**src/rtl/uart_rx_fifo.sv**
```systemverilog
// uart_rx_fifo: buffered receive stage between the buart receiver and the
// CPU data bus. Bytes are drained from buart into a circular FIFO. The CPU
// sees one data/status word (a read pops a byte) and one control word. A
// level interrupt is raised on a fill threshold, on an idle timeout with
// data waiting, or on overflow.
module uart_rx_fifo #(
  parameter int DEPTH_LOG2     = 4,
  parameter int TIMEOUT_CYCLES = 4096,
  parameter int THRESH_RESET   = 8
) (
  input  logic        clk,
  input  logic        resetq,
  input  logic        uart_valid,
  input  logic [7:0]  uart_data,
  output logic        uart_ack,
  input  logic        sel,
  input  logic        ctl_sel,
  input  logic        rd,
  input  logic [3:0]  we,
  input  logic [31:0] wdata,
  output logic [31:0] rdata,
  output logic        irq
);

  localparam int          DEPTH     = 1 << DEPTH_LOG2;
  localparam int          CW        = DEPTH_LOG2 + 1;
  localparam logic [15:0] IDLE_LAST = 16'(TIMEOUT_CYCLES - 1);

  // Storage and pointers
  logic [7:0]            mem [DEPTH];
  logic [DEPTH_LOG2-1:0] wr_ptr;
  logic [DEPTH_LOG2-1:0] rd_ptr;
  logic [CW-1:0]         count;

  // Status / control state
  logic        overflow;
  logic        to_flag;
  logic        ien;
  logic [4:0]  thresh;
  logic [15:0] idle;
  logic        hold;

  // Per-cycle strobes
  logic        push_req;
  logic        ctl_wr;
  logic        flush;
  logic        ovf_clr;
  logic        not_empty;
  logic        full;
  logic        pop;
  logic        push;
  logic        ovf_set;
  logic        idle_clr;
  logic [4:0]  thr_eff;
  logic [4:0]  cnt5;
  logic        level_hit;
  logic        rd_load;
  logic [31:0] rd_word;

  // wdata/we bits with no function in the control word
  logic unused_bits;
  assign unused_bits = ^{wdata[31:13], wdata[7:3], we[3:2]};

  // Decode bus strobes and FIFO events for this cycle. A byte is acked
  // whenever buart offers it outside the post-ack holdoff; whether it is
  // stored depends on space, a same-cycle pop and flush.
  always_comb begin
    push_req  = uart_valid & ~uart_ack & ~hold;
    ctl_wr    = ctl_sel & (|we);
    flush     = ctl_wr & we[0] & wdata[1];
    ovf_clr   = ctl_wr & we[0] & wdata[0];
    not_empty = (count != '0);
    full      = (count == CW'(DEPTH));
    pop       = sel & rd & not_empty & ~flush;
    push      = push_req & ~flush & (~full | pop);
    ovf_set   = push_req & ~flush & full & ~pop;
    idle_clr  = flush | push | pop | ~not_empty;
    thr_eff   = (thresh == 5'd0) ? 5'd1 : thresh;
    cnt5      = 5'(count);
    level_hit = (6'(count) >= {1'b0, thr_eff});
    rd_load   = rd & (sel | ctl_sel);
  end

  // Assemble the read word; the data/status word takes priority over the
  // control word if both decodes are asserted.
  // NOTE: every output of a combinational block gets a default first so no
  // path leaves it unassigned, which would otherwise infer a latch.
  always_comb begin
    rd_word = '0;
    if (sel) begin
      rd_word[7:0]   = not_empty ? mem[rd_ptr] : 8'd0;
      rd_word[8]     = not_empty;
      rd_word[9]     = overflow;
      rd_word[10]    = to_flag;
      rd_word[11]    = irq;
      rd_word[20:16] = cnt5;
    end else if (ctl_sel) begin
      rd_word[2]     = ien;
      rd_word[12:8]  = thresh;
      rd_word[20:16] = cnt5;
    end
  end

  // Byte storage, written at the tail on every accepted push.
  // NOTE: the array has no reset; stale bytes are unreachable because the
  // pointers and count are reset, so resetting it would buy nothing.
  always_ff @(posedge clk) begin
    if (resetq && push) mem[wr_ptr] <= uart_data;
  end

  // Pointers, count, flags, idle timer, registers and registered outputs.
  // NOTE: all sequential state uses non-blocking assignment so every
  // register samples the pre-edge values of the others.
  always_ff @(posedge clk) begin
    if (!resetq) begin
      wr_ptr   <= '0;
      rd_ptr   <= '0;
      count    <= '0;
      overflow <= 1'b0;
      to_flag  <= 1'b0;
      ien      <= 1'b0;
      thresh   <= 5'(THRESH_RESET);
      idle     <= '0;
      hold     <= 1'b0;
      uart_ack <= 1'b0;
      irq      <= 1'b0;
      rdata    <= '0;
    end else begin
      uart_ack <= push_req;
      hold     <= uart_ack;

      if (flush) begin
        wr_ptr <= '0;
        rd_ptr <= '0;
        count  <= '0;
      end else begin
        if (push) wr_ptr <= wr_ptr + 1'b1;
        if (pop)  rd_ptr <= rd_ptr + 1'b1;
        if (push && !pop)      count <= count + 1'b1;
        else if (pop && !push) count <= count - 1'b1;
      end

      // A new overflow in the same cycle as a clear is kept.
      overflow <= (overflow & ~ovf_clr) | ovf_set;

      if (idle_clr)              idle <= '0;
      else if (idle != 16'hFFFF) idle <= idle + 16'd1;

      if (flush || pop)                                 to_flag <= 1'b0;
      else if (!push && not_empty && idle == IDLE_LAST) to_flag <= 1'b1;

      if (ctl_wr && we[0]) ien    <= wdata[2];
      if (ctl_wr && we[1]) thresh <= wdata[12:8];

      irq <= ien & (level_hit | to_flag | overflow);

      if (rd_load) rdata <= rd_word;
    end
  end

endmodule
```
**config.mk**
```make
export PLATFORM = sky130hd
export DESIGN_NAME = uart_rx_fifo
export DESIGN_NICKNAME = d
export VERILOG_FILES = /design/src/rtl/uart_rx_fifo.sv
export SDC_FILE = /design/constraint.sdc
export NUM_CORES = 1
export LEC_CHECK = 0
export ABC_CLOCK_PERIOD_IN_PS = 3250
export CAP_MARGIN = 20
export CORE_MARGIN = 2
export CORE_UTILIZATION = 44
export CTS_CLUSTER_DIAMETER = 60
export DETAILED_ROUTE_END_ITERATION = 16
export PLACE_DENSITY_LB_ADDON = 0.3
export SYNTH_ARGS = -nofsm -noshare
export SYNTH_HDL_FRONTEND = slang
export SYNTH_SLANG_ARGS = --single-unit
```
**constraint.sdc**
```tcl
create_clock -name clk -period 3.25 [get_ports clk]
set_clock_uncertainty 0.05 [all_clocks]
set_input_delay 0.325 -clock clk [delete_from_list [all_inputs] [get_ports clk]]
set_output_delay 0.325 -clock clk [all_outputs]
set_load 0.005 [all_outputs]
```
==> impl_metrics.ini <==
[grt]
grt_pass1_wl_mm = 25.0
antenna_found_initial = 0
globalRouteTotalUtil_pct = 16.9
gr-total-overflow = 0
grt_pass1_vias = 4844
grt_max_degree = 24

[floorplanning]
rows = 49
start_util_pct = 44.7
die_w_microns = 139
coreArea_sq_mm = 0.0179
ios = 84
dieArea_sq_mm = 0.0193
die_h_microns = 139

[logic_synthesis]
netlist_area_sq_mm = 0.00800
seq_area_frac_synth_pct = 63.5
yosysWarnings = 0
synth.distinct_cells = 59
synthCells = 554
synth-async-reset-ratio_pct = 0
ys.flop_type = edfxtp_1
ys_ff_latch = 190
syn_area_per_cell_sq_um = 14.4
synth-edff-count = 128

[placement]
io_buffers = 43
hpwl_mm = 10.5
placed_cell_area_sq_mm = 0.00869
globalplace.congestion = 0.757

[timing]
hold_viol_final = 0
rsz0062_at_grt = false
min_period_over_period_pct = 86.5
slew_violations = 0
fmax_mhz = 356
setup_viol = 0
hold_ws_ns = 0.413
worst_slew_pin_slew_ns = 0.693
min_period_ns = 2.81
relSlewSlack_pct = 53.7

[final_layout]
nNetsFinal = 681
drive_gt1_share_pct = 14.0
fill_cells = 1480
design_area_sq_mm = 0.00923
area_growth_pct = 15.3
final_util_pct = 51.5
antenna_cells = 0

[route]
dr.pass1.iters = 4
drt_wl_total_mm = 15.4
drt_iter0_markers = 270
vias = 4638
antenna_left = 0
avgViaCountPerCell = 5.42
wl_per_cell_microns = 18.0
drc_errors = 0

[worst_setup_path]
cp.required_ns = 3.51
endpoint_kind = register
path_max_fanout = 3
ff2ff_path_depth = 10
worst_ep_arrival_time_ns = 3.08
critical_path_class = in -> reg
start_kind = input pin

[cts]
cts_buffer_depth = 2
cts-root-buf = clkbuf_16
cts_sinks = 190
holdBufCountCts = 0
cts_tree = done
ctsResizeCount = 0
numCtsBuffers = 17
post_cts_buffers = 0
clk_pin_slew_ns = 0.07
clkLatencyLatePin_ns = 0.42
h-tree-depth = 4

[outcome]
outcome = complete, no violations

[flow_run]
max_cap_viol_count = 0

[pwr]
ir_worst_vdd_mv = 0.370
leakagePower_nw = 3.15
powerDensity_mw_per_mm2 = 592

[min_path]
hold_path.class = reg -> reg
hold_depth = 2
cell usage after synthesis (2+ instances only):
cell / count / area share (%)
ha_1: 15 / 2.3
xnor2_1: 3 / 0.33
a21boi_0: 10 / 0.94
o21a_1: 2 / 0.19
nand2_1: 43 / 2.0
clkbuf_8: 2 / 0.34
clkbuf_1: 14 / 0.66
nand3b_1: 4 / 0.38
edfxtp_1: 128 / 48
and2_1: 4 / 0.31
nor3_1: 4 / 0.25
nor2_1: 52 / 2.4
and2b_1: 4 / 0.38
xor2_1: 11 / 1.2
mux4_1: 12 / 3.9
mux4_2: 20 / 5.6
o21ai_0: 13 / 0.81
buf_12: 2 / 0.50
dfxtp_1: 62 / 16
nor2b_1: 5 / 0.39
mux2i_1: 15 / 1.9
a21o_1: 2 / 0.19
and4_1: 2 / 0.22
buf_4: 14 / 1.3
inv_1: 11 / 0.52
and3_1: 8 / 0.63
buf_2: 3 / 0.19
a31oi_1: 2 / 0.16
nand4_1: 8 / 0.63
nand3_1: 24 / 1.5
buf_6: 3 / 0.42
a221o_1: 7 / 0.88
mux2_2: 8 / 1.1
nor4_1: 3 / 0.23
a21oi_1: 10 / 0.63
path summary, 6_finish.rpt:
path         startpoint   endpoint  slack (ns)
min           thresh[1]  thresh[1]        0.41
min reg2reg   thresh[1]  thresh[1]        0.41
max reg2reg    uart_ack    cnt5[4]        0.46
max          uart_valid    cnt5[4]        0.44
cell type report:
type,instances,area (sq um),share of cell area (%)
Sequential cell,190,5080,55.1
Multi-Input combinational cell,327,2650,28.7
Timing Repair Buffer,68,631,6.83
Clock buffer,18,429,4.65
Tap cell,229,287,3.11
Clock inverter,13,106,1.15
Inverter,11,41.3,0.448
routing by layer:
metal | global-route usage [%] | vias up | routed length [microns]
li1 | - | 2188 | -
met1 | 20.0 | 2327 | 6570
met2 | 29.9 | 110 | 8060
met3 | 3.87 | 13 | 535
met4 | 6.49 | 0 | 242
met5 | 0 | - | 0
state kept, by name, indices dropped and copies added (netlist names), 4 cells and up, named ones only:
signal / cells
mem: 128
rdata: 18
idle: 16
cnt5: 5
thresh: 5
rd_ptr: 4
wr_ptr: 4
per-stage QoR:
step                power (mW)   TNS [ns]  instances  worst slack (ns)
floorplan                 3.39          0        567             0.374
global placement          3.59          0        825            0.0652
detailed placement        3.63  -0.000338        825         -0.000338
CTS                       5.52          0        856             0.456
global route              5.71          0        856             0.324
finish                    5.46          0        856             0.439
where the power goes:
group	leakage [nW]	internal, mW	switching (mW)	total, mW
Sequential	1.66	2.67	0.0943	2.76
Combinational	1.23	0.387	0.419	0.806
Clock	0.265	0.993	0.899	1.89
cells by family (layout without fill, tap and decap cells):
family / after synthesis / in the layout / synth area share, %
XOR/XNOR: 14 / 14 / 1.53
other: 1 / 14 / 0.0469
buffers and inverters: 50 / 110 / 3.99
adder cells (fa/ha/maj): 16 / 16 / 2.60
flip-flops: 190 / 190 / 63.5
AO/OA/AOI/OAI: 57 / 57 / 5.11
AND/OR/NAND/NOR: 171 / 171 / 10.6
multiplexers: 55 / 55 / 12.6
cell usage in the layout (no fill, tap or decap), types with 17 or more instances in the layout:
cell,n
mux4_2,20
nor2_1,52
buf_4,24
clkbuf_16,17
nand3_1,24
edfxtp_1,128
clkdlybuf4s50_1,43
nand2_1,43
dfxtp_1,62
worst max-delay path: stages:
cell and delay (ns):
clkdlybuf4s50_1 0.47, or3b_1 0.43, a311oi_4 0.30, ha_1 0.22, inv_1 0.09, ha_1 0.32
nor2b_1 0.15, o21a_1 0.17, or3_1 0.30, a21o_1 0.19, mux2i_1 0.11
Power figures use the tool's default switching activity.
==> RTL edit 1, RTL diff (same flow settings) <==
`TIMEOUT_CYCLES`: 4096 -> 3072.
--- a/src/rtl/uart_rx_fifo.sv
+++ b/src/rtl/uart_rx_fifo.sv
@@ -6,5 +6,5 @@
 module uart_rx_fifo #(
   parameter int DEPTH_LOG2     = 4,
-  parameter int TIMEOUT_CYCLES = 4096,
+  parameter int TIMEOUT_CYCLES = 3072,
   parameter int THRESH_RESET   = 8
 ) (
Function: same outputs for any inputs over 4 cycles, from zero or initial values and one cycle with resetq low; that may be too few to reach the edited logic, so the function may still have changed.
==> RTL edit 1 against the unedited design <==
  * Sequential cell count did not move
  * Sequential share of layout area barely moved
  * Synthesized area fell by 0.67%
  * Total power fell by 0.28%
  * Routed wire length fell by 4.0%
  * Largest cell class unchanged
  * Largest power group unchanged
  * Worst setup slack got worse by 0.037 ns
  * First-iteration DRC count fell by 6.7%
  * Design area barely moved
==> RTL edit 1: results (changes against the unedited design) <==
status:
  outcome: "complete, no violations"
layout:
  layout.nets: 692  # +1.6%
  nonClkBufAreaFrac_pct: 6.937  # +0.10 points
  fill_cells: 1475  # -0.34%
  multi_input_area_share_pct: 28.53  # -0.16 points
  drive_gt1_share_pct: 17.24  # +3.2 points
  seqCellArea_um2: 5086  # about the same
  num-multi-input-gates: 332  # +1.5%
  buffers: 71  # +4.4%
  clock_buffers: 19  # +1
  clkCellAreaFrac_pct: 5.826  # +0.022 points
  area_growth_syn_to_layout_pct: 16.18
  num-nonclk-inverters: 13  # +2
placed_design:
  dp.cells: 835  # +1.2%
  dpl_cell_area_um2: 8697  # about the same
  dp_hpwl_mm: 9.979  # -4.8%
  place_ws_ns: 0.05926  # +0.05960 ns
global_routing:
  grt_pass1_vias: 4678  # -3.4%
  grt.total_usage_pct: 16.58  # -0.30 points
  grt_pass1_wl_mm: 24.32  # -2.9%
  grt_max_degree: 30  # +25%
  use_met1_pct: 20.88  # +0.83 points
hold_path:
  whs_path_depth: 3  # +1
  hp-start: "wdata[10]"
  whs_endpoint: "thresh[2]$_SDFFE_PN0P_"
  hp-class: "in -> reg"
power:
  ir_drop_mv: 0.4243  # +15%
  p_leak_nw: 3.074  # -2.6%
  switching_share_pct: 26.11  # +0.23 points
setup_path:
  cp_max_fo: 5  # +2
  critical-path-slowest-cell: "nor4_4"
  slowest_delay_ns: 0.57  # +0.10 ns
  critPathArrivalTime_ns: 3.12  # +0.04 ns
  crit_start: "cnt5[0]$_SDFFE_PP0P_"
  worst-r2r-setup-slack_ns: 0.40  # -0.06 ns
detailed_routing:
  vias_per_cell: 5.313  # -1.9%
  wl_per_cell_um: 17.07  # -5.2%
sta:
  fin_hold_ws_ns: 0.4227  # +0.009680 ns
  fmax_mhz: 351.1  # -1.3%
die:
  dieWidth_um: 138.4  # -0.32%
synth:
  synth_commonest_cells: "edfxtp_1, dfxtp_1, nor2_1"
  synth_area_leaders: "edfxtp_1, dfxtp_1, mux4_2"
  yosysSeqAreaShare_pct: 63.97  # +0.43 points
  synthCells: 557  # +0.54%
  synth_cell_types: 54  # -8.5%
-- RTL edit 1: tightest hold or removal path, cell delays in order --
cell and delay (ns):
clkdlybuf4s50_1 0.40, nand3_1 0.06, a21boi_0 0.07
-- RTL edit 1: cells by family after synthesis --
family / after synthesis / share of synthesized area, %
xor gates and xnor gates: 19 / 2.094
adders and majority gates: 17 / 2.770
buffers and inverters: 48 / 3.494
DFF: 190 / 63.97
muxes: 55 / 12.09
and+or+nand+nor: 165 / 10.23
other: 1 / 0.04718
AOI/OAI and AO/OA: 62 / 5.305
-- RTL edit 1: per-layer routing --
layer	share of wire, %	vias up
li1	-	2180
met3	4.7	16
met4	1.5	0
met1	42	2307
met2	51	103
met5	0	-
-- RTL edit 1: power groups by stage --
stage          logic (W)  clock network [W]  registers, W
5_1_grt         0.000857            0.00204       0.00280
3_3_place_gp    0.000735                  0       0.00284
4_1_cts         0.000765            0.00196       0.00279
6_report        0.000753            0.00190       0.00279
2_1_floorplan   0.000544                  0       0.00280
3_5_place_dp    0.000759                  0       0.00284
==> RTL edit 2, RTL diff (same flow settings) <==
Made on the original files. Make the reset (`resetq`) asynchronous in one clocked block.
--- a/src/rtl/uart_rx_fifo.sv
+++ b/src/rtl/uart_rx_fifo.sv
@@ -112,5 +112,5 @@
   // NOTE: all sequential state uses non-blocking assignment so every
   // register samples the pre-edge values of the others.
-  always_ff @(posedge clk) begin
+  always_ff @(posedge clk or negedge resetq) begin
     if (!resetq) begin
       wr_ptr   <= '0;
Check against the original RTL: differs if resetq is asserted again (counterexample within 4 cycles, from zero or initial values and one cycle with resetq low); with resetq held inactive, the same outputs for 4 cycles.
==> RTL edit 2 against the unedited design <==
  * Design area is 2.8% higher
  * Sequential cell count fell by 4
  * Worst setup slack got worse by 0.23 ns
  * Routed wire length increased by 7.5%
  * Highest routed layer unchanged
  * Synthesized area shrank 0.33%
  * Non-clock buffer count is 20 higher
  * Maximum frequency is 7.6% lower
Power is not compared: it rests on default switching activity, and its combinational part moved more than twofold at a synthesized area within 25%.
==> RTL edit 2: results (changes against the unedited design) <==
status:
  outcome: "complete, no violations"
clock_network:
  numCtsBuffers: 17  # unchanged
  clockBufferDepth: 2  # unchanged
  clk_latency_ns: 0.43
  post_cts_buffers: 0  # unchanged
  cts_root_buf: "clkbuf_16"
  cts-hold-fix-buffers: 1  # +1
  cts_resized: 0  # unchanged
  cts.clk_slew.worst_paths_ns: 0.07  # about the same
  ctsHtreeMaxLevel: 4  # unchanged
sta:
  setup_violations: 0  # unchanged
  fin_hold_ws_ns: 0.3118  # -0.1013 ns
  drv_slew: 0  # unchanged
  worst_pin_slew_ns: 0.6001  # -0.09300 ns
layout:
  final-instance-count-excl-fill: 867  # +1.3%
  fill_cells: 1476  # -0.27%
  largest_registers: "mem (128), rdata (18), idle (16)"
  drive_gt1_share_pct: 19.28  # +5.2 points
  diodes: 0  # unchanged
  layout.nets: 691  # +1.5%
detailed_routing:
  drtIter0Drc: 368  # +36%
  num_vias: 4728  # +1.9%
  drtPass1Iterations: 5  # +1
  wl_mm: 16.58  # +7.5%
setup_path:
  worst-r2r-setup-slack_ns: 0.21  # -0.25 ns
  critPathArrivalTime_ns: 3.36  # +0.28 ns
  r2r-start: "cnt5[1]$_DFFE_PN0P_"
  cp_max_fo: 5  # +2
  reg2reg_to: "cnt5[4]$_DFFE_PN0P_"
  r2r_cells: 9  # -1
synth:
  synthCells: 541  # -2.3%
  yosysSeqAreaShare_pct: 66.40  # +2.9 points
  synth_commonest_cells: "edfxtp_1, nand2_1, dfrtp_1"
  synth.yosys.warnings: 0  # unchanged
  synth_edf_count: 128  # unchanged
  async_flop_share_pct: 31.18  # +31 points
  synth_area_leaders: "edfxtp_1, dfrtp_1, mux4_2"
  synth_cell_types: 59  # unchanged
global_routing:
  grt_max_degree: 39  # +63%
  grt_pass1_wl_mm: 26.80  # +7.1%
  grt_antenna_before_repair: 0  # unchanged
  grt.total_usage_pct: 18.15  # +1.3 points
  grt_pass1_vias: 4820  # -0.50%
placed_design:
  gp_congestion: 0.8001  # +5.7%
  dp_hpwl_mm: 11.38  # +8.6%
  port_buffers: 43  # unchanged
  dp.cells: 834  # +1.1%
  dpl_cell_area_um2: 8885  # +2.2%
  place_ws_ns: 0.1536  # +0.1539 ns
power:
  p_leak_nw: 3.508
  p_switching_w: 0.002052
  ir_drop_mv: 0.4664
hold_path:
  hp-class: "in -> async"
RTL edit 2: cell types whose count changed in the layout (fill, tap and decap cells not counted), sizes merged, moves of 9 or more:
cell	before	now
buf	25	45
dfrtp	0	57
dfxtp	62	0
a21boi	10	1
nor2	52	37
nand2	43	59
RTL edit 2: how the worst max path moves through the flow:
stage                              from                  end  slack, ns
floorplan           cnt5[1]$_DFFE_PN0P_  cnt5[4]$_DFFE_PN0P_       0.17
global placement    cnt5[1]$_DFFE_PN0P_  cnt5[4]$_DFFE_PN0P_       0.21
detailed placement  cnt5[1]$_DFFE_PN0P_  cnt5[4]$_DFFE_PN0P_       0.15
CTS                 cnt5[1]$_DFFE_PN0P_  cnt5[4]$_DFFE_PN0P_       0.06
global route        cnt5[1]$_DFFE_PN0P_  cnt5[4]$_DFFE_PN0P_       0.08
finish              cnt5[1]$_DFFE_PN0P_  cnt5[4]$_DFFE_PN0P_       0.21
RTL edit 2: kinds of logic after synthesis:
kind of cell,synth area share [%]
flip-flops,66.40
AND/OR/NAND/NOR,9.600
AO/OA/AOI/OAI,5.553
multiplexers,11.07
buffers and inverters,3.074
adder cells (fa/ha/maj),2.604
XOR/XNOR,1.647
other,0.04701
RTL edit 2: critical path, cell delays in order, from the launching register on:
cell and delay, ns:
dfrtp_1 0.39, or4_4 0.54, o211a_1 0.24, or3_4 0.43, fa_1 0.41, a21o_1 0.19, a21oi_1 0.19, nor3b_2 0.22
o21ai_0 0.15, a21oi_2 0.15
RTL edit 2: area by class of cell:
| type | instances | area, µm² | area share (%) |
|---|---|---|---|
| Tap cell | 229 | 286.5 | 3.022 |
| Sequential cell | 186 | 5298 | 55.87 |
| Clock inverter | 12 | 130.1 | 1.372 |
| Timing Repair Buffer | 88 | 778.2 | 8.208 |
| Multi-Input combinational cell | 319 | 2494 | 26.30 |
| Clock buffer | 20 | 446.7 | 4.711 |
| Inverter | 13 | 48.80 | 0.5146 |
RTL edit 2: power groups by stage:
| stage | registers [W] | clock network (W) | logic [W] |
|---|---|---|---|
| 6_report | 0.00299 | 0.00203 | 0.00184 |
| 5_1_grt | 0.00302 | 0.00217 | 0.00202 |
| 4_1_cts | 0.00299 | 0.00207 | 0.00185 |
| 3_5_place_dp | 0.00304 | 0 | 0.00183 |
| 3_3_place_gp | 0.00302 | 0 | 0.00178 |
| 2_1_floorplan | 0.00296 | 0 | 0.00120 |
RTL edit 2: layer usage:
layer / vias to the layer above / wire (µm) / track usage [%]
met5: - / 0 / 0
met4: 0 / 228 / 5.742
met3: 21 / 812 / 4.178
met2: 137 / 8326 / 30.20
met1: 2388 / 7208 / 23.99
li1: 2182 / - / -
